[src/rtl/sdram_ctrl_cmd_pkg.sv]
// Shared definitions for the SDRAM command controller: pin command codes,
// FSM state encoding and mode-register field positions.
package sdram_ctrl_cmd_pkg;

  // {cs_n, ras_n, cas_n, we_n}
  localparam logic [3:0] CMD_NOP = 4'b0111;
  localparam logic [3:0] CMD_ACT = 4'b0011;
  localparam logic [3:0] CMD_RD  = 4'b0101;
  localparam logic [3:0] CMD_WR  = 4'b0100;
  localparam logic [3:0] CMD_PRE = 4'b0010;
  localparam logic [3:0] CMD_REF = 4'b0001;
  localparam logic [3:0] CMD_MRS = 4'b0000;

  typedef enum logic [3:0] {
    ST_INIT_WAIT,
    ST_INIT_PRE,
    ST_INIT_REF1,
    ST_INIT_REF2,
    ST_INIT_MRS,
    ST_IDLE,
    ST_REFRESH,
    ST_ACTIVE,
    ST_RW,
    ST_CAS_WAIT,
    ST_RECOVER
  } state_e;

  localparam int         MR_BL_LSB = 0;
  localparam int         MR_BT_BIT = 3;
  localparam int         MR_CL_LSB = 4;
  localparam logic [2:0] MR_BL_1   = 3'b000;
  localparam logic       MR_BT_SEQ = 1'b0;

  // Address bit that selects all-bank precharge / auto-precharge.
  localparam int AP_BIT = 10;

  function automatic logic [12:0] mode_word(input int cas_lat);
    logic [12:0] mw;
    mw = '0;
    mw[MR_BL_LSB +: 3] = MR_BL_1;
    mw[MR_BT_BIT]      = MR_BT_SEQ;
    mw[MR_CL_LSB +: 3] = 3'(cas_lat);
    return mw;
  endfunction

  function automatic logic is_init_state(input state_e s);
    return s inside {ST_INIT_WAIT, ST_INIT_PRE, ST_INIT_REF1, ST_INIT_REF2, ST_INIT_MRS};
  endfunction

endpackage

[src/rtl/sdram_ctrl_cmd_reftimer.sv]
// Refresh interval timer with a sticky pending flag; an expiry while a
// request is already pending is absorbed.
module sdram_ctrl_reftimer #(
  parameter int INTERVAL = 780
) (
  input  logic clk,
  input  logic rst,
  input  logic enable,
  input  logic clear,
  output logic pending
);

  localparam int            RW   = $clog2(INTERVAL + 1);
  localparam logic [RW-1:0] LAST = RW'(INTERVAL - 1);

  logic [RW-1:0] cnt_q, cnt_d;
  logic          pending_q, pending_d;
  logic          expire;

  always_comb begin
    expire    = enable && (cnt_q == LAST);
    cnt_d     = cnt_q;
    if (enable) cnt_d = expire ? '0 : cnt_q + 1'b1;
    // A fresh expiry outranks a clear so a back-to-back request is not lost.
    pending_d = expire | (pending_q & ~clear);
  end

  always_ff @(posedge clk) begin
    if (!rst) begin
      cnt_q     <= '0;
      pending_q <= 1'b0;
    end else begin
      cnt_q     <= cnt_d;
      pending_q <= pending_d;
    end
  end

  // Expiry is visible the same cycle so IDLE can give refresh priority over acc.
  assign pending = pending_q | expire;

endmodule

[src/rtl/sdram_ctrl_cmd.sv]
// SDRAM command sequencer: power-up init, periodic refresh and single-beat
// read/write accesses with auto-precharge. All sd_* pins are registered.
module sdram_ctrl_cmd
  import sdram_ctrl_cmd_pkg::*;
#(
  parameter int CAS_LAT      = 2,
  parameter int T_RCD        = 2,
  parameter int T_RP         = 2,
  parameter int T_RFC        = 7,
  parameter int T_WR         = 2,
  parameter int REF_INTERVAL = 780,
  parameter int INIT_CYCLES  = 20000
) (
  input  logic        clk,
  input  logic        rst,
  input  logic        acc,
  input  logic        we,
  input  logic [1:0]  ba,
  input  logic [12:0] row_addr,
  input  logic [8:0]  col_addr,
  input  logic [31:0] data,
  input  logic [3:0]  mask,
  output logic        finish,
  output logic        busy,
  output logic        ref_o,
  output logic [31:0] rd_data,
  output logic        sd_cke,
  output logic [3:0]  sd_cmd,
  output logic [1:0]  sd_ba,
  output logic [12:0] sd_addr,
  output logic [3:0]  sd_dqm,
  output logic [31:0] sd_dq_o,
  output logic        sd_dq_oe,
  input  logic [31:0] sd_dq_i
);

  // Handshake: acc is sampled only while busy=0 (IDLE); once ACT is issued the
  // access runs to completion regardless of acc and ends with a one-cycle finish.

  localparam int            CW       = 16;
  localparam logic [CW-1:0] INIT_END = CW'(INIT_CYCLES);
  localparam logic [CW-1:0] RP_END   = CW'(T_RP - 1);
  localparam logic [CW-1:0] RFC_END  = CW'(T_RFC - 1);
  localparam logic [CW-1:0] RCD_END  = CW'(T_RCD - 1);
  localparam logic [CW-1:0] CL_END   = CW'(CAS_LAT - 1);
  localparam logic [CW-1:0] MRS_END  = CW'(1);
  localparam logic [CW-1:0] WREC_END = CW'(T_WR + T_RP - 1);

  state_e        state_q, state_d;
  logic [CW-1:0] cnt_q, cnt_d;

  logic        we_q, we_d;
  logic [1:0]  ba_q, ba_d;
  logic [8:0]  col_q, col_d;
  logic [31:0] data_q, data_d;
  logic [3:0]  mask_q, mask_d;

  logic        sd_cke_q, sd_cke_d;
  logic [3:0]  sd_cmd_q, sd_cmd_d;
  logic [1:0]  sd_ba_q, sd_ba_d;
  logic [12:0] sd_addr_q, sd_addr_d;
  logic [3:0]  sd_dqm_q, sd_dqm_d;
  logic [31:0] sd_dq_o_q, sd_dq_o_d;
  logic        sd_dq_oe_q, sd_dq_oe_d;
  logic        finish_q, finish_d;
  logic [31:0] rd_data_q, rd_data_d;

  logic ref_pending;
  logic ref_clear;

  sdram_ctrl_reftimer #(
    .INTERVAL(REF_INTERVAL)
  ) u_reftimer (
    .clk    (clk),
    .rst    (rst),
    .enable (!is_init_state(state_q)),
    .clear  (ref_clear),
    .pending(ref_pending)
  );

  always_comb begin
    state_d    = state_q;
    cnt_d      = cnt_q + CW'(1);
    we_d       = we_q;
    ba_d       = ba_q;
    col_d      = col_q;
    data_d     = data_q;
    mask_d     = mask_q;
    sd_cke_d   = 1'b1;
    sd_cmd_d   = CMD_NOP;
    sd_ba_d    = sd_ba_q;
    sd_addr_d  = sd_addr_q;
    sd_dqm_d   = 4'hF;
    sd_dq_o_d  = sd_dq_o_q;
    sd_dq_oe_d = 1'b0;
    finish_d   = 1'b0;
    rd_data_d  = rd_data_q;
    ref_clear  = 1'b0;

    case (state_q)
      ST_INIT_WAIT: begin
        if (cnt_q == INIT_END) begin
          sd_cmd_d          = CMD_PRE;
          sd_addr_d         = '0;
          sd_addr_d[AP_BIT] = 1'b1;
          cnt_d             = '0;
          state_d           = ST_INIT_PRE;
        end
      end
      ST_INIT_PRE: begin
        if (cnt_q == RP_END) begin
          sd_cmd_d = CMD_REF;
          cnt_d    = '0;
          state_d  = ST_INIT_REF1;
        end
      end
      ST_INIT_REF1: begin
        if (cnt_q == RFC_END) begin
          sd_cmd_d = CMD_REF;
          cnt_d    = '0;
          state_d  = ST_INIT_REF2;
        end
      end
      ST_INIT_REF2: begin
        if (cnt_q == RFC_END) begin
          sd_cmd_d  = CMD_MRS;
          sd_ba_d   = 2'b00;
          sd_addr_d = mode_word(CAS_LAT);
          cnt_d     = '0;
          state_d   = ST_INIT_MRS;
        end
      end
      ST_INIT_MRS: begin
        if (cnt_q == MRS_END) begin
          cnt_d   = '0;
          state_d = ST_IDLE;
        end
      end
      ST_IDLE: begin
        cnt_d = '0;
        if (ref_pending) begin
          sd_cmd_d = CMD_REF;
          state_d  = ST_REFRESH;
        end else if (acc) begin
          we_d      = we;
          ba_d      = ba;
          col_d     = col_addr;
          data_d    = data;
          mask_d    = mask;
          sd_cmd_d  = CMD_ACT;
          sd_ba_d   = ba;
          sd_addr_d = row_addr;
          state_d   = ST_ACTIVE;
        end
      end
      ST_REFRESH: begin
        if (cnt_q == RFC_END) begin
          ref_clear = 1'b1;
          cnt_d     = '0;
          state_d   = ST_IDLE;
        end
      end
      ST_ACTIVE: begin
        if (cnt_q == RCD_END) begin
          sd_cmd_d          = we_q ? CMD_WR : CMD_RD;
          sd_ba_d           = ba_q;
          sd_addr_d         = '0;
          sd_addr_d[AP_BIT] = 1'b1;
          sd_addr_d[8:0]    = col_q;
          sd_dqm_d          = mask_q;
          if (we_q) begin
            sd_dq_o_d  = data_q;
            sd_dq_oe_d = 1'b1;
          end
          state_d = ST_RW;
        end
      end
      ST_RW: begin
        cnt_d = '0;
        if (we_q) begin
          finish_d = 1'b1;
          state_d  = ST_RECOVER;
        end else begin
          state_d = ST_CAS_WAIT;
        end
      end
      ST_CAS_WAIT: begin
        if (cnt_q == CL_END) begin
          rd_data_d = sd_dq_i;
          finish_d  = 1'b1;
          cnt_d     = '0;
          state_d   = ST_RECOVER;
        end
      end
      ST_RECOVER: begin
        // Writes also cover write recovery before the auto-precharge starts.
        if (cnt_q == (we_q ? WREC_END : RP_END)) begin
          cnt_d   = '0;
          state_d = ST_IDLE;
        end
      end
      default: begin
        cnt_d   = '0;
        state_d = ST_INIT_WAIT;
      end
    endcase
  end

  always_ff @(posedge clk) begin
    if (!rst) begin
      state_q    <= ST_INIT_WAIT;
      cnt_q      <= '0;
      we_q       <= 1'b0;
      ba_q       <= 2'b00;
      col_q      <= '0;
      data_q     <= '0;
      mask_q     <= 4'h0;
      sd_cke_q   <= 1'b0;
      sd_cmd_q   <= CMD_NOP;
      sd_ba_q    <= 2'b00;
      sd_addr_q  <= '0;
      sd_dqm_q   <= 4'hF;
      sd_dq_o_q  <= '0;
      sd_dq_oe_q <= 1'b0;
      finish_q   <= 1'b0;
      rd_data_q  <= '0;
    end else begin
      state_q    <= state_d;
      cnt_q      <= cnt_d;
      we_q       <= we_d;
      ba_q       <= ba_d;
      col_q      <= col_d;
      data_q     <= data_d;
      mask_q     <= mask_d;
      sd_cke_q   <= sd_cke_d;
      sd_cmd_q   <= sd_cmd_d;
      sd_ba_q    <= sd_ba_d;
      sd_addr_q  <= sd_addr_d;
      sd_dqm_q   <= sd_dqm_d;
      sd_dq_o_q  <= sd_dq_o_d;
      sd_dq_oe_q <= sd_dq_oe_d;
      finish_q   <= finish_d;
      rd_data_q  <= rd_data_d;
    end
  end

  assign busy     = (state_q != ST_IDLE);
  assign ref_o    = ref_pending;
  assign finish   = finish_q;
  assign rd_data  = rd_data_q;
  assign sd_cke   = sd_cke_q;
  assign sd_cmd   = sd_cmd_q;
  assign sd_ba    = sd_ba_q;
  assign sd_addr  = sd_addr_q;
  assign sd_dqm   = sd_dqm_q;
  assign sd_dq_o  = sd_dq_o_q;
  assign sd_dq_oe = sd_dq_oe_q;

endmodule

[config.mk]
export PLATFORM = sky130hd
export DESIGN_NAME = sdram_ctrl_cmd
export DESIGN_NICKNAME = d
export VERILOG_FILES = /design/src/rtl/sdram_ctrl_cmd_pkg.sv /design/src/rtl/sdram_ctrl_cmd_reftimer.sv /design/src/rtl/sdram_ctrl_cmd.sv
export SDC_FILE = /design/constraint.sdc
export NUM_CORES = 1
export LEC_CHECK = 0
export ABC_CLOCK_PERIOD_IN_PS = 3300
export CAP_MARGIN = 20
export CORE_MARGIN = 5
export CORE_UTILIZATION = 48
export DETAILED_ROUTE_END_ITERATION = 8
export PLACE_DENSITY = 0.8
export REMOVE_ABC_BUFFERS = 1
export SYNTH_ARGS = -nofsm -noshare
export SYNTH_HDL_FRONTEND = slang
export SYNTH_SLANG_ARGS = --single-unit
[constraint.sdc]
create_clock -name clk -period 3.3 [get_ports clk]
set_clock_uncertainty 0.1 [all_clocks]
set_input_delay 0.66 -clock clk [delete_from_list [all_inputs] [get_ports clk]]
set_output_delay 0.66 -clock clk [all_outputs]
set_load 0.05 [all_outputs]
# Yosys cells after proc, flatten, opt, wreduce, memory -nomap -nowiden

Index checks and enable logic that the tools add are counted.

Flip-flop bits (word level): 169
Output and inout port bits: 92
Word-level logic and storage cells: 114

Add/sub/neg operators: 2
Equal/unequal tests: 28
Mux-type cells: 46
Bitwise operators: 5
Reduce and logical (&&, ||, !) cells: 15

Operators by type and width:

| cell                  | count |
|---|---|
| $pmux 16 s5           | 1 |
| $mux 13               | 5 |
| $mux 16               | 4 |
| $pmux 13 s4           | 1 |
| $mux 4                | 11 |
| $pmux 4 s11           | 1 |
| $mux 3                | 6 |
| $pmux 3 s6            | 1 |
| $add 16x1->16 const B | 1 |
| $eq 16x1->1 const B   | 1 |
| $eq 16x15->1 const B  | 1 |
| $eq 16x2->1           | 1 |
| $eq 16x3->1 const B   | 1 |
| $eq 4x3->1 const B    | 4 |
| $mux 2                | 7 |
| $eq 4x4->1 const B    | 3 |
| $ne 2x2->1 const B    | 6 |
| $add 10x1->10 const B | 1 |
| $eq 10x10->1 const B  | 1 |
| $mux 10               | 1 |
| $ne 2x1->1 const B    | 5 |
| $reduce_and 10->1     | 1 |
| $reduce_and 3->1      | 3 |
| $eq 4x2->1 const B    | 2 |
| 19 further kinds      | 27 |

# Depth between registers and ports, before layout

Gate-level depths: netlist of the first run.

Word-level depth: 7
Depth in mapped cells: 10

# By module

Synthesis of the first run repeated with hierarchy kept, for this count alone.

Cell total of the unflattened synthesis: 827
Area total of the unflattened synthesis: 6703.9 um^2

Modules (own cells, without submodules):

| module              | instances | cells an instance | area an instance (um^2) | seq. area each (um^2) |
|---|---|---|---|---|
| sdram_ctrl_cmd      | 1         | 772               | 6200.9                  | 3143.0 |
| sdram_ctrl_reftimer | 1         | 55                | 503.0                   | 220.2 |

# Worst setup path after synthesis of the first run

OpenSTA, ideal clock, no wires.

Path type: reg2reg
From: register state_q[1]
To: register ba_q[0]
Arrival: 2430 ps
Data required time: 3124 ps
Setup slack: 695 ps
Stages on the path, launching flop included: 10
Clock period less this slack: 2605 ps
Cells stage by stage: dfxtp_1 clkbuf_1 o21a_1 o2111ai_1 nand2_1 nor2_1 buf_2 buf_1 nand2_1 a21boi_0

Cells in the longest elaborated chain, start to end: 7
Elaborated cells between the ends (all ways): 12

Ends and longest elaborated chain:

| item                               | RTL line                      | text |
|---|---|---|
| start: declaration                 | sdram_ctrl_cmd.sv:49          | `state_e state_q, state_d;` |
| start signal: assignment           | sdram_ctrl_cmd.sv:228         | `state_q <= state_d;` |
| $eq 4x1->1 (tied with other cells) | sdram_ctrl_cmd_pkg.sv:47      | `return s inside {ST_INIT_WAIT, ST_INIT_PRE, ST_INIT_REF1, ST_INIT_REF2, ST_INIT_MRS};` |
| $reduce_bool 5->1 (*)              | sdram_ctrl_cmd_pkg.sv:47      |  |
| $logic_not 1->1 (*)                | sdram_ctrl_cmd.sv:76          | `.enable (!is_init_state(state_q)),` |
| $logic_and 1x1->1 (*)              | sdram_ctrl_cmd_reftimer.sv:21 | `expire = enable && (cnt_q == LAST);` |
| $or 1x1->1 (*)                     | sdram_ctrl_cmd_reftimer.sv:39 | `assign pending = pending_q \| expire;` |
| via ref_o                          | sdram_ctrl_cmd.sv:25          | `output logic ref_o,` |
| $not 1->1 (no line) (*)            | --                            |  |
| $reduce_and 3->1 (no line) (*)     | --                            |  |
| end signal: assignment             | sdram_ctrl_cmd.sv:214         | `ba_q <= 2'b00;` |
| end signal: assignment             | sdram_ctrl_cmd.sv:231         | `ba_q <= ba_d;` |
| end: declaration                   | sdram_ctrl_cmd.sv:53          | `logic [1:0] ba_q, ba_d;` |

Mark *: on every way through the listed nets, which the timed path passes. The rest lies on a longest branch.
A chain may end at the register's enable or synchronous reset.

# Worst setup path after layout of the first run

From: register state_q[2]
To: output port ref_o

Cells in the longest elaborated chain, start to end: 5
Elaborated cells between the ends (all ways): 9

Ends and longest elaborated chain:

| item                               | RTL line |
|---|---|
| $eq 4x1->1 (tied with other cells) | sdram_ctrl_cmd_pkg.sv:47 |
| $reduce_bool 5->1 (*)              | sdram_ctrl_cmd_pkg.sv:47 |
| $logic_not 1->1 (*)                | sdram_ctrl_cmd.sv:76 |
| $logic_and 1x1->1 (*)              | sdram_ctrl_cmd_reftimer.sv:21 |
| $or 1x1->1 (*)                     | sdram_ctrl_cmd_reftimer.sv:39 |
| end: declaration                   | sdram_ctrl_cmd.sv:25 |

Mark *: on every way between the ends. The rest lies on a longest branch, timed or not.

==> impl_metrics.env, run 1 <==
export IMPL_status="completed"
export IMPL_switching_share_pct=27.52
export IMPL_synth_compound_area_share_pct=19.62
export IMPL_yosys_area_share_xor_xnor_pct=2.664
export IMPL_hold_path_class="reg -> reg"
export IMPL_tightest_slew_ns=0.7832
export IMPL_max_cap_violations=0
export IMPL_drt_drc_violations_left=0
export IMPL_dpl_hpwl_mm=11.93
export IMPL_r2r_cells=7
export IMPL_ys_flop_type="dfxtp_1"
export IMPL_overflow=0
export IMPL_synthAdderAreaFrac_pct=0.9060
export IMPL_yosys_warnings=0
export IMPL_final_common_cell="nand2_1"
export IMPL_p_per_area_nw_per_um2=553.3
export IMPL_muxShareOfSynthArea_pct=0.2899
export IMPL_start_util_pct=49.36
export IMPL_synth_top_family_by_area="simple AND/OR/NAND/NOR gates"
export IMPL_setup_tns_ns=0
export IMPL_drive_gt1_share_pct=6.546
export IMPL_htree_levels=4
export IMPL_ys_seq_area_share_pct=48.70
export IMPL_die_y_microns=129.9
export IMPL_worstSkewPairLatency_ns=0.43
export IMPL_grt_max_degree=102
export IMPL_rrSetupSlack_ns=0.56
export IMPL_drt_pre_antenna_iters=5
export IMPL_layout_min_cycle_time_ns=3.026
export IMPL_ys_types=56
export IMPL_syn_avg_cell_area_sq_um=8.431
export IMPL_synth_edf_count=0
export IMPL_avgViaCountPerCell=5.113
export IMPL_antenna_cells=0
export IMPL_power_internal_w=0.003819
export IMPL_ys_ff_latch=168
export IMPL_wirelength_mm=17.34
export IMPL_vias=5998
export IMPL_ys_top_cells_by_area="dfxtp_1, nand2_1, a21boi_0"
export IMPL_critPathLaunchType="flip-flop"
export IMPL_pwr_share_comb_pct=17.6
export IMPL_coreArea_sq_um=13990
export IMPL_cts_hold_buf=0
export IMPL_synthToLayoutAreaGrowth_pct=37.91
export IMPL_grt_usage_pct=20.45
export IMPL_max_slew_margin_rel_pct=47.78
export IMPL_switching_power_w=0.001450
export IMPL_synth_top_area_cell="dfxtp_1"
export IMPL_final_setup_viol_count=0
export IMPL_seqPwrFrac_pct=41.8
export IMPL_io_pins=188
export IMPL_grt_pass1_vias=5687
export IMPL_synthesis_instances=819
export IMPL_ir_drop_mv=0.4548
export IMPL_antenna_found_initial=0
export IMPL_wl_per_cell_microns=14.78
export IMPL_cts_tree="done"
export IMPL_synth_top_area_share_pct=48.70
export IMPL_multi_input_area_sq_um=3308
export IMPL_grt_pass1_wl_mm=27.83
export IMPL_crit_required_ns=2.54
export IMPL_numCtsBuffers=17
export IMPL_p_leak_nw=3.263
export IMPL_place_area_sq_um=8880
export IMPL_rows=43
export IMPL_clkPwrFrac_pct=40.7
export IMPL_die_w_microns=129.9
export IMPL_critical_path_class="reg -> out"
export IMPL_register_area_sq_um=3363
export IMPL_crit_fanout=11
export IMPL_ant_nets=0
export IMPL_nFillCells=1118
export IMPL_first_iter_violations=316
export IMPL_post_cts_resize_count=0
export IMPL_final_cell_mix="nand2_1, clkdlybuf4s50_1, dfxtp_1"
export IMPL_clockBufferDepth=2
export IMPL_clk_pin_slew_worst_paths_ns=0.06
export IMPL_ys_async_sr_fraction_pct=0
export IMPL_synth_simple_area_share_pct=24.15
export IMPL_place_congestion=0.8911
export IMPL_syn_area_sq_um=6905
export IMPL_clock_sinks=168
export IMPL_finalHoldViolations=0
export IMPL_postCtsSetupRepairBufs=0
export IMPL_clock_tree_root_cell="clkbuf_16"
export IMPL_critical_path_arrival_ns=2.27
export IMPL_fin_crit_sh_pct=91.68
export IMPL_stdcell_area_sq_um=9523
export IMPL_rsz0062_at_grt="no"
export IMPL_nets=1081
export IMPL_maxSlewViolCount=0
export IMPL_dieArea_sq_um=16880
export IMPL_end_kind="output port"
export IMPL_fmax_mhz=330.5
export IMPL_port_buffers=186
export IMPL_min_path_cells=1
cells by family (layout without fill, tap and decap cells):
logic type               count (synthesis)  in the layout
multiplexers                             2              2
XOR/XNOR                                21             21
other                                    1              1
AO/OA/AOI/OAI                          184            184
adder cells (fa/ha/maj)                  5              5
flip-flops                             168            168
AND/OR/NAND/NOR                        374            374
buffers and inverters                   64            238
routing by layer:
metal / GRT usage (%) / up-vias / wire [microns]
met3: 4.830 / 25 / 1192
met4: 7.518 / 0 / 381
li1: - / 3064 / -
met1: 27.78 / 2716 / 7955
met2: 31.85 / 193 / 7809
met5: 0 / - / 0
Yosys cell counts, types with 2 or more instances:
library cell,count
or2_2,6
o211a_1,4
clkbuf_1,47
inv_1,9
a31oi_1,2
nor3_1,3
or3_1,5
nand4_1,12
ha_1,5
nand2_1,254
or4_1,2
o21ai_0,14
nor2b_1,9
dfxtp_1,168
a21oi_1,13
and3_1,8
mux2i_1,2
nor4_4,3
nand2b_1,4
a22oi_1,10
o211ai_1,2
o2bb2ai_1,8
o32ai_1,2
a221oi_1,2
xor2_1,15
a32o_1,2
and2_1,4
buf_2,4
buf_1,3
nor2_1,41
nand3_1,11
a21boi_0,115
xnor2_1,6
nor4b_1,2
final timing paths:
path	from	to
max	state_q[2]	ref_o
min	mask_q[2]	sd_dqm[2]
min reg2reg	mask_q[2]	sd_dqm[2]
max reg2reg	state_q[2]	sd_addr[7]
area by class of cell:
type	count	share of cell area, %
multi-input combinational	587	34.74
timing repair buffer	197	20.47
inverter	9	0.3547
sequential	168	35.32
tap	180	2.365
clock inverter	13	1.997
clock buffer	19	4.756
state kept, by name (all words and copies together), names as in the netlist:
register              cells
we_q                      1
sd_dqm                    4
sd_cmd                    3
sd_dq_o                  32
u_reftimer.pending_q      1
sd_cke                    1
data_q                   32
state_q                   4
sd_dq_oe                  1
col_q                     9
mask_q                    4
ba_q                      2
sd_ba                     2
sd_addr                  13
cnt_q                    16
finish                    1
rd_data                  32
u_reftimer.cnt_q         10
power by group through the flow:
stage / registers (W) / clock network [W] / logic (W)
after floorplan: 0.00234 / 0 / 0.000461
after global placement: 0.00224 / 0 / 0.000924
after detailed placement: 0.00224 / 0 / 0.000917
after CTS: 0.00220 / 0.00219 / 0.000922
after global routing: 0.00222 / 0.00227 / 0.00101
final: 0.00220 / 0.00214 / 0.000925
worst max-delay path: stages, from the launching register on:
cell	delay, ns
dfxtp_1	0.56
buf_4	0.25
o21a_1	0.17
o2111ai_1	0.27
nand2_1	0.33
buf_4	0.25
per-stage QoR:
| stage | util (%) | hold slack (ns) | total power [W] | setup WS [ns] | std cells |
|---|---|---|---|---|---|
| 2_1_floorplan | - | 0.3169 | 0.002798 | -0.2592 | 764 |
| 3_3_place_gp | 63.48 | 0.3221 | 0.003165 | 0.6828 | 1141 |
| 3_5_place_dp | 63.48 | 0.3253 | 0.003160 | 0.5803 | 1141 |
| 4_1_cts | 68.08 | 0.3399 | 0.005311 | 0.2802 | 1173 |
| 5_1_grt | 68.08 | 0.3624 | 0.005500 | 0.06226 | 1173 |
| 6_report | 68.08 | 0.3389 | 0.005269 | 0.2745 | 1173 |
No activity file was read; power rests on OpenSTA's default activity.
==> run 2, diff against run 1 <==
Settings changed: SYNTH_HIERARCHICAL set to 1.
==> run 2 against run 1 <==
Combinational power fell by 80%. Sequential share of layout area rose by 0.99 points. Largest cell class unchanged. Design area fell by 2.7%. First-iteration DRC count rose by 18%. Cell count rose by 0.85%. Synthesized area fell by 2.9%. Sequential cell count did not move.
==> impl_metrics.env, run 2 <==
export IMPL_rrSetupSlack_ns=0.58
export IMPL_grt_usage_pct=21.61
export IMPL_port_buffers=186
export IMPL_path_buf_inv=1
export IMPL_ys_flop_type="dfxtp_1"
export IMPL_maxSlewViolCount=0
export IMPL_avgViaCountPerCell=5.133
export IMPL_io_pins=188
export IMPL_critPathLaunchType="flip-flop"
export IMPL_worstPathCellList="or4_1 -> or3_4 -> nand2b_1 -> buf_12"
export IMPL_crit_slowest_cell="or4_1"
export IMPL_drive_gt1_share_pct=6.780
export IMPL_fin_crit_sh_pct=88.41
export IMPL_clk_pin_slew_worst_paths_ns=0.06
export IMPL_clock_sinks=168
export IMPL_cts_tree="done"
export IMPL_rsz0062_at_grt="no"
export IMPL_syn_area_sq_um=6704
export IMPL_finalHoldViolations=0
export IMPL_clockBufferDepth=2
export IMPL_yosys_warnings=6
export IMPL_layout_min_cycle_time_ns=2.918
export IMPL_pre_cts_ws_ns=0.6015
export IMPL_place_congestion=0.8579
export IMPL_fmax_mhz=342.7
export IMPL_cts_hold_buf=0
export IMPL_dieArea_sq_um=16430
export IMPL_wl_per_cell_microns=14.97
export IMPL_ys_top_cells_by_count="nand2_1, dfxtp_1, a21oi_1"
export IMPL_synth_top_area_cell="dfxtp_1"
export IMPL_syn_avg_cell_area_sq_um=8.106
export IMPL_drt_drc_violations_left=0
export IMPL_yosysMostFrequentCell="nand2_1"
export IMPL_ir_drop_mv=0.2994
export IMPL_p_per_area_nw_per_um2=449.8
export IMPL_coreArea_sq_um=13770
export IMPL_synthesis_instances=827
export IMPL_p_leak_nw=3.114
export IMPL_overflow=0
export IMPL_antenna_found_initial=0
export IMPL_ys_seq_area_share_pct=50.17
export IMPL_drt_pre_antenna_iters=5
export IMPL_hold_path_class="reg -> reg"
export IMPL_max_slew_margin_rel_pct=60.89
export IMPL_rows=43
export IMPL_crit_required_ns=2.54
export IMPL_grt_max_degree=57
export IMPL_status="completed"
export IMPL_ys_types=59
export IMPL_end_kind="output port"
export IMPL_final_setup_viol_count=0
export IMPL_ys_ff_latch=168
export IMPL_synth_edf_count=0
export IMPL_layout_setup_ws_ns=0.3823
export IMPL_htree_levels=4
export IMPL_stdcell_area_sq_um=9264
export IMPL_ant_nets=0
export IMPL_wirelength_mm=17.71
export IMPL_tightest_slew_ns=0.5848
export IMPL_synth_top_area_share_pct=50.17
export IMPL_clock_tree_root_cell="clkbuf_16"
export IMPL_grt_pass1_wl_mm=28.55
export IMPL_max_cap_violations=0
export IMPL_critical_path_class="reg -> out"
export IMPL_worstSkewPairLatency_ns=0.42
export IMPL_post_cts_resize_count=0
export IMPL_cpPeakStageDelay_ns=0.52
export IMPL_dpl_hpwl_mm=12.31
export IMPL_final_common_cell="nand2_1"
export IMPL_first_iter_violations=374
export IMPL_postCtsSetupRepairBufs=0
export IMPL_die_w_microns=128.2
export IMPL_setup_tns_ns=0
export IMPL_holdWs_ns=0.3453
export IMPL_antenna_cells=0
export IMPL_numCtsBuffers=17
export IMPL_crit_family="simple AND/OR/NAND/NOR gates"
export IMPL_place_area_sq_um=8681
export IMPL_critical_path_arrival_ns=2.16
export IMPL_nets=1091
export IMPL_die_y_microns=128.2
export IMPL_synthToLayoutAreaGrowth_pct=38.19
export IMPL_crit_fanout=7
export IMPL_ys_async_sr_fraction_pct=0
export IMPL_grt_pass1_vias=5854
export IMPL_final_cell_mix="nand2_1, clkdlybuf4s50_1, dfxtp_1"
export IMPL_ys_top_cells_by_area="dfxtp_1, nand2_1, a21oi_1"
export IMPL_vias=6072
export IMPL_start_util_pct=48.67
==> run 2: cell types whose count changed in the layout (fill, tap and decap cells not counted), moves of 5 or more <==
cell       before  now
xnor2_1         6   11
a21oi_1        13  120
nand2b_1        4    9
nor3_1          2   14
o2bb2ai_1       8    0
nand2_1       254  249
nand3b_1        1    6
o22ai_1         1    9
a21boi_0      115    1
nand3_1        11   16
nor2_1         39   44
o21ai_0        14    4
==> run 2: path summary, 6_finish.rpt <==
kind                        from           to  cells past startpoint
max          u_reftimer/cnt_q[4]        ref_o                      4
min                    mask_q[3]    sd_dqm[3]                      1
max reg2reg  u_reftimer/cnt_q[4]  sd_addr[10]                      9
min reg2reg            mask_q[3]    sd_dqm[3]                      1
==> run 2: stage by stage <==
| stage | power [W] | util, % | std cells |
|---|---|---|---|
| after floorplan | 0.002127 | - | 769 |
| after global placement | 0.002266 | 63.03 | 1151 |
| after detailed placement | 0.002266 | 63.03 | 1151 |
| after CTS | 0.004203 | 67.26 | 1183 |
| after global routing | 0.004312 | 67.26 | 1183 |
| final | 0.004167 | 67.26 | 1183 |
==> run 2: power by group <==
group,internal (W),switching (W),total [W],leakage (nW)
clock network,0.00116,0.000786,0.00194,0.277
logic,0.000115,0.0000713,0.000186,1.48
registers,0.00203,0.00000493,0.00204,1.35
total,0.00330,0.000862,0.00417,3.11
==> run 2: layout make-up <==
cell class,count,area [sq um]
clock buffer,22,464.2
multi-input combinational,592,3068
clock inverter,10,118.9
sequential,168,3363
inverter,9,35.03
timing repair buffer,202,1989
tap,180,225.2
fill,1161,4509
==> run 2: logic make-up after synthesis <==
family          synth area share, %
simple gates                  26.76
flops                         50.17
compound gates                14.05
buf+inv                       4.143
xor+xnor                      3.135
fa+ha+maj                    0.9332
mux                          0.7466
other cells                 0.05594
==> run 2: metal layers <==
layer  part of all wire, %  track usage [%]  up-vias
li1                      -                -     3083
met1                    42            25.85     2760
met2                    47            35.30      200
met3                   9.3            8.542       29
met4                   2.1            7.553        0
met5                     0                0        -
==> run 2: worst reg2reg max path, delay by kind of cell (launching register included) <==
| kind | cells | cell delay [ns] |
|---|---|---|
| simple gates | 5 | 1.35 |
| compound gates | 3 | 0.61 |
| flops | 1 | 0.35 |
| buf+inv | 1 | 0.19 |
==> patch, RTL diff (config.mk and constraints of run 1) <==
Change the localparam `CW` from 16 to 17.
--- a/src/rtl/sdram_ctrl_cmd.sv
+++ b/src/rtl/sdram_ctrl_cmd.sv
@@ -37,7 +37,7 @@
   // Handshake: acc is sampled only while busy=0 (IDLE); once ACT is issued the
   // access runs to completion regardless of acc and ends with a one-cycle finish.
 
-  localparam int            CW       = 16;
+  localparam int            CW       = 17;
   localparam logic [CW-1:0] INIT_END = CW'(INIT_CYCLES);
   localparam logic [CW-1:0] RP_END   = CW'(T_RP - 1);
   localparam logic [CW-1:0] RFC_END  = CW'(T_RFC - 1);
Formal check against the unedited RTL: no difference found for any inputs over 10 cycles, from zero or initial values and one cycle with rst low; that may be too few to reach the edited logic, so the function may still have changed.
==> patch against run 1 <==
Maximum frequency is 6.3% higher. Design area is 1.7% lower. Power is 1.5% higher. Count of clock-buffer cells in the layout is 1 higher. Wire length is 2.2% higher. First-iteration DRC count is 19% higher. Core utilization is 0.36 points lower. Area after synthesis is 2.1% lower. Combinational power is 26% higher. Critical path depth is 1 higher. Worst hold slack better by 0.0031 ns. Worst setup slack better by 0.18 ns. Sequential cell count is 1 higher.
==> patch: results (changes against run 1) <==
Status
  – Status: complete, no violations

Min path
  – Hold Crit Class: reg -> reg
  – Hold Path Stages: 1 (unchanged)

Detailed routing
  – First-pass iteration count of the detailed router: 5 (unchanged)
  – Vias post-DR: 6274 (+4.6%)
  – DR iter-0 viols: 375 (+19%)
  – Drt wl/cell: 14.9 um (+0.56%)

Clock network
  – Root buf cell: clkbuf_16
  – Clk_lat worst skew: 0.41 ns (-0.02 ns)
  – Number of buffers created by CTS: 17 (unchanged)
  – Setup bufs post-CTS: 0 (unchanged)
  – Max clock buf depth: 2 (unchanged)
  – H-tree levels: 4 (unchanged)
  – Cts repair resizes: 0 (unchanged)
  – Worst-path clk slew: around 0.07 ns

Global routing
  – Pin count of the biggest net entering global routing: 59 (-42%)
  – Met2 usage: 36.3% (+4.4 points)
  – Initial antenna violation count: 0 (unchanged)
  – GRT Total Usage: 21.8% (+1.4 points)
  – Met3 Use GR: 6.56% (+1.7 points)
  – First-pass GRT wire length: 29400 um (+5.6%)
  – Vias in the first global route: 6130 (+7.8%)
  – Met1 usage: 26.8% (-0.97 points)

Placement
  – Placer Congestion: 0.958 (+7.5%)
  – Detail Placement HPWL: 12400 um (+4.1%)
  – Setup WS pre-CTS: 0.393 ns (-0.188 ns)
  – Area after DPL: 0.00877 sq mm (-1.2%)
  – Port Buffer Count: 186 (unchanged)

Logic synthesis
  – Ys flop type: dfxtp_1
  – Compound-Gate Fraction of Synth Area: 16.5% (-3.1 points)
  – Largest cells by area after synthesis: dfxtp_1 (50%), nand2_1 (14%), a21oi_1 (9.0%)
  – FFs w/ async S/R, synth: 0% (unchanged)
  – Post-synth top cells: nand2_1 (248), dfxtp_1 (169), a21oi_1 (121)
  – Yosys cell types: 55 (-1.8%)
  – Yosys warnings: 0 (unchanged)
  – Multiplexer area fraction after synthesis: 0.444% (+0.15 points)
  – Synth Area in Adders: 0.926% (+0.020 points)
  – XOR/XNOR Fraction of Synth Area: 2.98% (+0.32 points)
  – Sequential share of the synthesized area: 50.1% (+1.4 points)

Cells and area
  – Final core occ: 67.7% (-0.36 points)
  – Fillers: 1124 (+0.54%)
  – Layout cell share with drive strength beyond 1: 7.02% (+0.47 points)
  – Final #Nets: 1100 (+1.8%)

Power
  – Switching power: 1.61 mW (+11%)
  – P_leak: 3.27 nW (+0.30%)
  – Peak VDD IR: 0.000579 V (+27%)

Worst setup path
  – Largest fanout on the critical path: 15 (+4)
  – Worst R2R Path Depth: 6 (-1)
  – WP data arrival: 2.09 ns (-0.18 ns)

Timing
  – Final hold violation count: 0 (unchanged)
  – Slew Limit Headroom: 54.3% (+6.5 points)
patch: cell count changes in the layout (fill, tap and decap cells not counted), moves of 3 or more:
cell	change
o2bb2ai_1	-8
or3_1	+3
a21oi_1	+107
nand2_1	-6
o211a_1	+5
a21boi_0	-107
o21ai_1	+4
nand3_1	+12
nor2b_1	-6
nor3_1	+4
buf_4	+6
nand4_1	+4
patch: power by group through the flow:
stage | clock network (mW) | registers [mW] | logic, mW
global placement | 0 | 2.26 | 1.14
CTS | 2.00 | 2.22 | 1.16
detailed placement | 0 | 2.26 | 1.15
floorplan | 0 | 2.51 | 0.444
global route | 2.10 | 2.23 | 1.26
finish | 1.96 | 2.22 | 1.17
patch: path summary, 6_finish.rpt:
check	from	to	slack, ns
max reg2reg	cnt_q[0]	sd_addr[5]	0.62
min reg2reg	mask_q[2]	sd_dqm[2]	0.34
max	state_q[2]	ref_o	0.45
min	mask_q[2]	sd_dqm[2]	0.34
patch: routing by layer:
metal | part of all wire (%) | up-vias
li1 | - | 3146
met1 | 42 | 2840
met2 | 47 | 253
met3 | 8.7 | 35
met4 | 2.4 | 0
met5 | 0 | -
patch: final cells by class:
| cell class | instances | area share [%] |
|---|---|---|
| sequential | 169 | 36.1 |
| multi-input combinational | 594 | 33.1 |
| timing repair buffer | 205 | 21.6 |
| clock buffer | 20 | 4.77 |
| tap | 180 | 2.41 |
| clock inverter | 12 | 1.50 |
| inverter | 12 | 0.494 |
patch: worst max-delay path: stages (launching register included):
cell       delay, ns
dfxtp_1         0.61
o21a_1          0.22
o2111ai_1       0.16
buf_4           0.21
and2_1          0.18
inv_1           0.09
buf_4           0.20
patch: metrics by stage:
stage	hold WS, ns	cells
after floorplan	0.317	775
after global placement	0.325	1160
after detailed placement	0.328	1160
after CTS	0.343	1192
after global routing	0.355	1192
final	0.342	1192
